**src/rtl/imem_loader_pkg.sv**
```systemverilog
// Shared constants and FSM encoding for the instruction-memory loader,
// the PC and the pipeline-register modules.
package imem_loader_pkg;

  // Default instruction-memory geometry: 512 bytes, one byte per write.
  localparam int IMEM_ADDR_W = 9;
  localparam int IMEM_DATA_W = 8;

  typedef enum logic [1:0] {
    IDLE  = 2'd0,
    LOAD  = 2'd1,
    CHECK = 2'd2,
    DONE  = 2'd3
  } loader_state_t;

endpackage

```
**src/rtl/imem_loader_if.sv**
```systemverilog
// Loader bus: load request, producer byte stream and instruction-memory
// write port, plus the CPU hold / status lines.
interface imem_loader_if #(
  parameter int ADDR_W = imem_loader_pkg::IMEM_ADDR_W,
  parameter int DATA_W = imem_loader_pkg::IMEM_DATA_W
);
  logic              start;
  logic [ADDR_W:0]   length;
  logic              byte_valid;
  logic [DATA_W-1:0] byte_data;
  logic              byte_ready;
  logic              mem_we;
  logic [ADDR_W-1:0] mem_addr;
  logic [DATA_W-1:0] mem_wdata;
  logic              cpu_hold;
  logic              done;
  logic              chk_err;

  // The loader itself.
  modport slave (
    input  start, length, byte_valid, byte_data,
    output byte_ready, mem_we, mem_addr, mem_wdata, cpu_hold, done, chk_err
  );

  // Whoever requests the load and supplies the bytes.
  modport master (
    output start, length, byte_valid, byte_data,
    input  byte_ready, mem_we, mem_addr, mem_wdata, cpu_hold, done, chk_err
  );
endinterface

```
**src/rtl/imem_checksum.sv**
```systemverilog
// Running modulo-2^W sum of payload bytes, cleared at the start of each load.
module imem_checksum #(
  parameter int W = imem_loader_pkg::IMEM_DATA_W
) (
  input  logic         clk,
  input  logic         reset,
  input  logic         clear,
  input  logic         enable,
  input  logic [W-1:0] byte_in,
  output logic [W-1:0] sum
);
  logic [W-1:0] sum_reg;

  always_ff @(posedge clk or negedge reset) begin
    if (!reset) begin
      sum_reg <= '0;
    end else if (clear) begin
      sum_reg <= '0;
    end else if (enable) begin
      sum_reg <= sum_reg + byte_in;
    end
  end

  assign sum = sum_reg;
endmodule

```
**src/rtl/imem_loader.sv**
```systemverilog
// Boot loader: streams a byte payload into instruction memory while holding
// the CPU; define IMEM_LOADER_CHECKSUM_EN to verify a trailing checksum byte.
module imem_loader #(
  parameter int ADDR_W = imem_loader_pkg::IMEM_ADDR_W,
  parameter int DATA_W = imem_loader_pkg::IMEM_DATA_W
) (
  input  logic         clk,
  input  logic         reset,
  imem_loader_if.slave bus
);
  import imem_loader_pkg::*;

  localparam logic [ADDR_W:0] MAX_LEN = {1'b1, {ADDR_W{1'b0}}};
  localparam logic [ADDR_W:0] CNT_ONE = {{ADDR_W{1'b0}}, 1'b1};

  loader_state_t     state_reg;
  loader_state_t     state_next;
  logic [ADDR_W:0]   cnt_reg;
  logic [ADDR_W:0]   len_reg;
  logic [ADDR_W:0]   len_clamped;
  logic              mem_we_reg;
  logic [ADDR_W-1:0] mem_addr_reg;
  logic [DATA_W-1:0] mem_wdata_reg;

  logic byte_ready;
  logic done;
  logic cpu_hold;
  logic chk_err;
  logic start_ok;
  logic accept;
  logic load_accept;
  logic last_byte;

  assign len_clamped = (bus.length > MAX_LEN) ? MAX_LEN : bus.length;
  // A start is only honoured while no load is in flight.
  assign start_ok    = bus.start && ((state_reg == IDLE) || (state_reg == DONE));
  assign accept      = bus.byte_valid && byte_ready;
  assign load_accept = accept && (state_reg == LOAD);
  // Counter width is ADDR_W+1, so the compare against 2^ADDR_W never wraps.
  assign last_byte   = load_accept && ((cnt_reg + CNT_ONE) == len_reg);

  always_ff @(posedge clk or negedge reset) begin
    if (!reset) begin
      state_reg <= IDLE;
    end else begin
      state_reg <= state_next;
    end
  end

  always_comb begin
    state_next = state_reg;
    case (state_reg)
      IDLE, DONE: begin
        if (bus.start) begin
          state_next = (bus.length == '0) ? DONE : LOAD;
        end
      end
      LOAD: begin
        if (last_byte) begin
`ifdef IMEM_LOADER_CHECKSUM_EN
          state_next = CHECK;
`else
          state_next = DONE;
`endif
        end
      end
`ifdef IMEM_LOADER_CHECKSUM_EN
      CHECK: begin
        if (accept) begin
          state_next = DONE;
        end
      end
`endif
      default: state_next = IDLE;
    endcase
  end

  // done waits for the final write strobe to retire, so the CPU is released
  // only after the last byte has actually landed in memory.
  always_comb begin
    byte_ready = 1'b0;
    done       = 1'b0;
    cpu_hold   = 1'b1;
    case (state_reg)
      LOAD: byte_ready = 1'b1;
`ifdef IMEM_LOADER_CHECKSUM_EN
      CHECK: byte_ready = 1'b1;
`endif
      DONE: begin
        done     = !mem_we_reg;
        cpu_hold = mem_we_reg || chk_err;
      end
      default: ;
    endcase
  end

  always_ff @(posedge clk or negedge reset) begin
    if (!reset) begin
      cnt_reg <= '0;
      len_reg <= '0;
    end else if (start_ok) begin
      cnt_reg <= '0;
      len_reg <= len_clamped;
    end else if (load_accept) begin
      cnt_reg <= cnt_reg + CNT_ONE;
    end
  end

  // Write port: strobe follows acceptance by one cycle; address/data hold otherwise.
  always_ff @(posedge clk or negedge reset) begin
    if (!reset) begin
      mem_we_reg    <= 1'b0;
      mem_addr_reg  <= '0;
      mem_wdata_reg <= '0;
    end else begin
      mem_we_reg <= load_accept;
      if (load_accept) begin
        mem_addr_reg  <= cnt_reg[ADDR_W-1:0];
        mem_wdata_reg <= bus.byte_data;
      end
    end
  end

`ifdef IMEM_LOADER_CHECKSUM_EN
  logic [DATA_W-1:0] sum;
  logic [DATA_W-1:0] chk_total;
  logic              chk_err_reg;

  imem_checksum #(
    .W(DATA_W)
  ) u_checksum (
    .clk     (clk),
    .reset   (reset),
    .clear   (start_ok),
    .enable  (load_accept),
    .byte_in (bus.byte_data),
    .sum     (sum)
  );

  // Payload plus check byte must total zero.
  assign chk_total = sum + bus.byte_data;

  always_ff @(posedge clk or negedge reset) begin
    if (!reset) begin
      chk_err_reg <= 1'b0;
    end else if (start_ok) begin
      chk_err_reg <= 1'b0;
    end else if (accept && (state_reg == CHECK)) begin
      chk_err_reg <= (chk_total != '0);
    end
  end

  assign chk_err = chk_err_reg;
`else
  assign chk_err = 1'b0;
`endif

  assign bus.byte_ready = byte_ready;
  assign bus.mem_we     = mem_we_reg;
  assign bus.mem_addr   = mem_addr_reg;
  assign bus.mem_wdata  = mem_wdata_reg;
  assign bus.cpu_hold   = cpu_hold;
  assign bus.done       = done;
  assign bus.chk_err    = chk_err;
endmodule

```
**src/flat_wrapper.sv**
```systemverilog
// flat-port wrapper written by rule: the top's interface ports become plain ports
module imem_loader_flat import imem_loader_pkg::*;
#(
  parameter int ADDR_W = imem_loader_pkg::IMEM_ADDR_W,
  parameter int DATA_W = imem_loader_pkg::IMEM_DATA_W
)
  (clk, reset, bus_start, bus_length, bus_byte_valid, bus_byte_data, bus_byte_ready, bus_mem_we, bus_mem_addr, bus_mem_wdata, bus_cpu_hold, bus_done, bus_chk_err);
  imem_loader_if #(.ADDR_W(ADDR_W), .DATA_W(DATA_W)) bus_i ();
  input  logic clk;
  input  logic reset;
  input wire logic [$bits(bus_i.start)-1:0] bus_start;
  input wire logic [$bits(bus_i.length)-1:0] bus_length;
  input wire logic [$bits(bus_i.byte_valid)-1:0] bus_byte_valid;
  input wire logic [$bits(bus_i.byte_data)-1:0] bus_byte_data;
  output wire logic [$bits(bus_i.byte_ready)-1:0] bus_byte_ready;
  output wire logic [$bits(bus_i.mem_we)-1:0] bus_mem_we;
  output wire logic [$bits(bus_i.mem_addr)-1:0] bus_mem_addr;
  output wire logic [$bits(bus_i.mem_wdata)-1:0] bus_mem_wdata;
  output wire logic [$bits(bus_i.cpu_hold)-1:0] bus_cpu_hold;
  output wire logic [$bits(bus_i.done)-1:0] bus_done;
  output wire logic [$bits(bus_i.chk_err)-1:0] bus_chk_err;
  assign bus_i.start = bus_start;
  assign bus_i.length = bus_length;
  assign bus_i.byte_valid = bus_byte_valid;
  assign bus_i.byte_data = bus_byte_data;
  assign bus_byte_ready = bus_i.byte_ready;
  assign bus_mem_we = bus_i.mem_we;
  assign bus_mem_addr = bus_i.mem_addr;
  assign bus_mem_wdata = bus_i.mem_wdata;
  assign bus_cpu_hold = bus_i.cpu_hold;
  assign bus_done = bus_i.done;
  assign bus_chk_err = bus_i.chk_err;
  imem_loader #(.ADDR_W(ADDR_W), .DATA_W(DATA_W)) u_core (.clk(clk), .reset(reset), .bus(bus_i));
endmodule
```
**config.mk**
```make
export PLATFORM = sky130hd
export DESIGN_NAME = imem_loader_flat
export DESIGN_NICKNAME = d
export VERILOG_FILES = /design/src/rtl/imem_loader_pkg.sv /design/src/rtl/imem_loader_if.sv /design/src/rtl/imem_checksum.sv /design/src/rtl/imem_loader.sv /design/src/flat_wrapper.sv
export SDC_FILE = /design/constraint.sdc
export NUM_CORES = 1
export LEC_CHECK = 0
export CAP_MARGIN = 25
export CORE_UTILIZATION = 45
export CTS_CLUSTER_SIZE = 28
export DETAILED_ROUTE_END_ITERATION = 8
export GPL_TIMING_DRIVEN = 0
export HOLD_SLACK_MARGIN = 0.02
export PLACE_DENSITY = 0.72
export SYNTH_ARGS = -nofsm -noshare
export SYNTH_HDL_FRONTEND = slang
export SYNTH_HIERARCHICAL = 1
export SYNTH_SLANG_ARGS = --single-unit
export TNS_END_PERCENT = 100
```
**constraint.sdc**
```tcl
create_clock -name clk -period 4.6 [get_ports clk]
set_input_delay 0.92 -clock clk [delete_from_list [all_inputs] [get_ports clk]]
set_output_delay 0.92 -clock clk [all_outputs]
set_load 0.1 [all_outputs]
```
-- Word level (Yosys, flattened, before mapping)
Index checks and enable logic that the tools add are counted.
- register bits: 40
- output and inout port bits: 22
- word-level logic and storage cells: 34
- add/sub/neg operators: 1
- $lt $le $gt $ge: 1
- eq/ne operators: 5
- multiplexer cells: 10
- reductions and logical operators: 11
- operators with widths (kind ; count):
    10-bit two-way mux ; 3
    10-bit by 1-bit adder with 10-bit output (second input constant) ; 1
    10-bit equality test ; 1
    10-bit > comparator (second input constant) ; 1
    10-bit logical NOT ; 1
    2-bit two-way mux ; 3
    1-bit logical AND ; 4
    2-bit one-hot mux with 2 select lines ; 1
    1-bit two-way mux ; 3
    2-bit by 1-bit equality test with 1-bit output (second input constant) ; 1
    2-bit equality test (second input constant) ; 1
    2-bit logical NOT ; 1
    2-bit by 1-bit != test with 1-bit output (second input constant) ; 1
    2-bit != test (second input constant) ; 1
    2-bit AND reduction ; 1
    2-bit nonzero test ; 1
    2-bit OR reduction ; 1
    1-bit logical NOT ; 1
    1-bit logical OR ; 1

-- Logic depth before layout (Yosys ltp)
- depth after elaboration: 7
- depth in mapped cells: 9
- depth with buffers taken out: 8

-- Worst setup path before layout
Ideal clock, no wire load.
- path type: register to output
- from: register u_core.mem_we_reg (netlist: u_core/bus.mem_we)
- to: output bus_cpu_hold
- data arrival time: 3198 ps
- path slack: 482 ps
- stages on the path, launching flop included: 3
- cell sequence: dfrtp_1 -> nor2b_1 -> inv_1
- word-level cells in the longest chain between the ends: 1
- RTL lines (element ; RTL line ; source):
    start: declaration ; imem_loader.sv:21 ; logic mem_we_reg;
    start signal: assignment ; imem_loader.sv:116 ; mem_we_reg <= load_accept;
    1-bit two-way mux ; imem_loader.sv:84 ; case (state_reg)
    end: declaration ; flat_wrapper.sv:19 ; output wire logic [$bits(bus_i.cpu_hold)-1:0] bus_cpu_hold;
No other way between the ends.

-- Final worst setup path
- from: register u_core.state_reg[1]
- to: output bus_cpu_hold
- word-level cells in the longest chain between the ends: 2
- RTL lines (element ; RTL line ; source):
    start: declaration ; imem_loader.sv:16 ; loader_state_t state_reg;
    start signal: assignment ; imem_loader.sv:46 ; state_reg <= state_next;
    2-bit equality test ; imem_loader.sv:84 ;
    1-bit two-way mux ; imem_loader.sv:84 ;
No other way between the ends.

==> impl_summary.log <==
[metrics] die area: 4780 um2
[metrics] post-cts resize count: 0
[metrics] unrepaired setup endpoints after global routing: no
[metrics] DR vias: 1537
[metrics] register bit count reported by yosys: 40
[metrics] average detailed-routed wire length per instance: 12.8 um
[metrics] areal power density over the cells: 667 nW/um2
[metrics] router iterations before antenna repair: 4
[metrics] ys flop type: sky130_fd_sc_hd__dfrtp_1
[metrics] diodes inserted: 0
[metrics] Critical Path Sink Type: output port
[metrics] number of instances in the placed design: 289
[metrics] GRT met2 Usage: 26.9%
[metrics] worst endpoint required time: 3.68 ns
[metrics] smallest setup slack after layout: 1.49 ns
[metrics] worst path arrival time: 2.19 ns
[metrics] Pleak: 0.00114 uW
[metrics] met3 usage: 3.95%
[metrics] max-slew violation total from the final report: 0
[metrics] Reg area: 1000 um2
[metrics] total grt overflow: 0
[metrics] CP startpoint kind: flop
[metrics] layout cells sized above 1: 8.20%
[metrics] number of hold buffers added after cts: 0
[metrics] number of warning messages in the yosys log: 6
[metrics] Post-synth EDFFs: 0
[metrics] Post-Syn Instances: 195
[metrics] R2R Path Start: u_core/state_reg[0]$_DFFE_PN0P_
[metrics] largest net degree at the start of global routing: 41
[metrics] Setup Fix Bufs, Post-CTS: 0
[metrics] die outline height: 69.1 um
[metrics] number of buffers added by the clock tree synthesis step: 5
[metrics] GR Util All Layers: 17.0%
[metrics] nets: 270
[metrics] Max Fanout on Critical Path: 4
[metrics] global-route wire length before repair: 6510 um
[metrics] level count of the clock H-tree: 2
[metrics] largest family of logic cells by synthesized area: simple AND/OR/NAND/NOR gates
[metrics] final standard cell area without fillers: 2610 um2
[metrics] top cells by area in the synthesized netlist: sky130_fd_sc_hd__dfrtp_1 49%, sky130_fd_sc_hd__mux2_1 6.7%, sky130_fd_sc_hd__nand2_1 6.1%
[metrics] clock network latency to the later pin of the worst-skew pair: 0.29 ns
[metrics] synthesized-area fraction occupied by ao, oa, aoi and oai cells: 5.98%
[metrics] met1 usage: 22.5%
[metrics] drt initial violations: 132
[metrics] top post-synthesis cells by count: 40 x sky130_fd_sc_hd__dfrtp_1, 33 x sky130_fd_sc_hd__nand2_1, 13 x sky130_fd_sc_hd__xnor2_1
[metrics] Final Routed Wirelength: 3780 um
[metrics] post-synth design cell area: 2030 um2
[metrics] hold path startpoint: u_core/bus.mem_addr[4]$_DFFE_PN0P_
[metrics] number of antenna-violating nets in the routed design: 0
[metrics] Post-DP HPWL: 2830 um
[metrics] final weighted congestion in routability-driven placement: 0.775
[metrics] final setup violation count: 0
[metrics] starting utilization of the core area: 46.6%
[metrics] total of fill cells in the finished design: 379
[metrics] adder and majority cell fraction of the synthesized area: 2.47%
[metrics] Place WS: 1.71 ns
[metrics] clock tree from TritonCTS: built
[metrics] initial antenna violation count: 0
[metrics] Cell variety after synth: 39
[metrics] slew at the pin closest to its max-slew limit: 0.977 ns
[metrics] Max-slew headroom: 34.7%
[metrics] final critical-path required period: 3.11 ns
[metrics] register clock-pin slew on the reported worst setup and hold paths: 0.07 ns
[metrics] DRC violations left: 0
[metrics] top-level I/O count: 44
[metrics] Top Usage Layer GRT: met2
[metrics] detail-routed via count per cell: 5.19
[metrics] CTS max path bufs: 2
[metrics] library cell occupying the most area in the post-synthesis netlist: sky130_fd_sc_hd__dfrtp_1
[metrics] total power: 1740 uW
[metrics] fraction of post-synthesis cell area in the top cell type by area: 49.4%
[metrics] number of buffer cells added on primary ports: 42
[metrics] Mean Syn Cell Area: 10.4 um2
[metrics] clock net sink count: 40
[metrics] fraction of the cycle the final worst path needs: 67.7%
[metrics] number of placement rows: 24
[metrics] class of the worst hold path: reg -> reg
[metrics] layout overhead on the synthesized area: 28.4%
[metrics] clk_skew: 0.00486 ns
[metrics] max-cap violations: 0
[metrics] outcome: finished clean
[metrics] Hold Fails Final Rpt: 0
[metrics] Fmax: 321 MHz
[metrics] synthesized net count: 221
[metrics] proportion of register bits with asynchronous set or reset after synthesis: 100%
[metrics] non-filler instance count after layout: 296
[metrics] area of the core: 4350 um2
[metrics] maximum VDD drop: 0.406 mV
[metrics] setup total negative slack: 0 ns
[metrics] area occupied by multi-input gates: 916 um2
[metrics] area share of and/or/nand/nor cells after synthesis: 19.2%
[metrics] post-synthesis sequential area ratio: 49.4%
[metrics] crit path from: u_core/state_reg[1]$_DFFE_PN0P_
[metrics] leading cell type by number of instances after synthesis: sky130_fd_sc_hd__dfrtp_1
[metrics] Die X-Extent: 69.1 um
[metrics] DP Area: 2510 um2
[metrics] cell at the root of the clock tree: sky130_fd_sc_hd__clkbuf_8
[metrics] via count of the first global-routing pass: 1473
[metrics] xor-xnor portion of the synthesized cell area: 7.77%
[metrics] classification of the worst setup path: reg -> out
[metrics] mux share of post-synthesis cell area: 9.56%
where the power goes:
group / internal, uW / switching (uW) / leakage, uW
combinational: 285 / 688 / 0.000573
clock: 133 / 111 / 0.0000503
sequential: 452 / 66.5 / 0.000518
placed cells by master, fill, tap and decap left out, types with 2 or more instances in the layout:
cell                              instances
sky130_fd_sc_hd__o211ai_1                 2
sky130_fd_sc_hd__xor2_1                   5
sky130_fd_sc_hd__dfrtp_1                 40
sky130_fd_sc_hd__nand3_1                  7
sky130_fd_sc_hd__xnor2_1                 13
sky130_fd_sc_hd__o31ai_1                  2
sky130_fd_sc_hd__o21a_1                   2
sky130_fd_sc_hd__mux2_1                  12
sky130_fd_sc_hd__ha_1                     4
sky130_fd_sc_hd__mux2_2                   3
sky130_fd_sc_hd__buf_6                    3
sky130_fd_sc_hd__a21oi_1                  4
sky130_fd_sc_hd__nand4_1                  2
sky130_fd_sc_hd__clkbuf_8                 8
sky130_fd_sc_hd__nor4_1                   2
sky130_fd_sc_hd__inv_1                    6
sky130_fd_sc_hd__buf_4                    2
sky130_fd_sc_hd__nand2_1                 33
sky130_fd_sc_hd__or4_1                    2
sky130_fd_sc_hd__nor2_1                   8
sky130_fd_sc_hd__or3_1                    2
sky130_fd_sc_hd__nand3b_1                 9
sky130_fd_sc_hd__clkbuf_1                 6
sky130_fd_sc_hd__nor2b_1                  2
sky130_fd_sc_hd__clkdlybuf4s50_1         41
sky130_fd_sc_hd__o21ai_1                  4
sky130_fd_sc_hd__nor3_1                   6
worst max-delay path, stage by stage (launching register included):
cell and delay (ns):
sky130_fd_sc_hd__dfrtp_1 0.42, sky130_fd_sc_hd__ha_1 0.19, sky130_fd_sc_hd__nor2b_1 0.14, sky130_fd_sc_hd__inv_1 0.05, sky130_fd_sc_hd__clkdlybuf4s50_1 1.11
through the flow:
stage                     hold slack, ns  util (%)
after detailed placement           0.463      57.6
after global placement             0.462      57.7
final                              0.476      59.8
after global routing               0.501      59.8
after floorplan                    0.452         -
after CTS                          0.480      59.8
layer usage:
layer  vias to the layer above  wire length, um
met3                         5              140
met5                         -                0
met2                        30             1770
met4                         0               44
met1                       744             1820
li1                        758                -
area by class of cell:
class / instances / share of cell area [%]
Timing Repair Buffer: 42 / 15.9
Buffer: 12 / 3.27
Tap cell: 52 / 2.50
Inverter: 7 / 1.01
Clock buffer: 7 / 3.70
Sequential cell: 40 / 38.4
Multi-Input combinational cell: 136 / 35.2
cells by family after synthesis:
kind of cell | count (synthesis)
AOI/OAI and AO/OA | 18
xor gates and xnor gates | 18
adders and majority gates | 4
buffers and inverters | 19
DFF | 40
muxes | 17
other | 1
and+or+nand+nor | 78
final timing paths:
| check | cells past startpoint | to | slack (ns) |
|---|---|---|---|
| max in group asynchronous | 1 | u_core/cnt_reg[9]$_DFFE_PN0P_ | 3.31 |
| hold reg to reg | 2 | u_core/bus.mem_addr[4]$_DFFE_PN0P_ | 0.48 |
| setup / recovery | 4 | bus_cpu_hold | 1.49 |
| setup reg to reg | 7 | u_core/state_reg[1]$_DFFE_PN0P_ | 2.29 |
| hold / removal | 2 | u_core/bus.mem_addr[4]$_DFFE_PN0P_ | 0.48 |
| min in group asynchronous | 1 | u_core/bus.mem_addr[7]$_DFFE_PN0P_ | 0.74 |
Note: power is estimated with default switching activity, not from simulation.
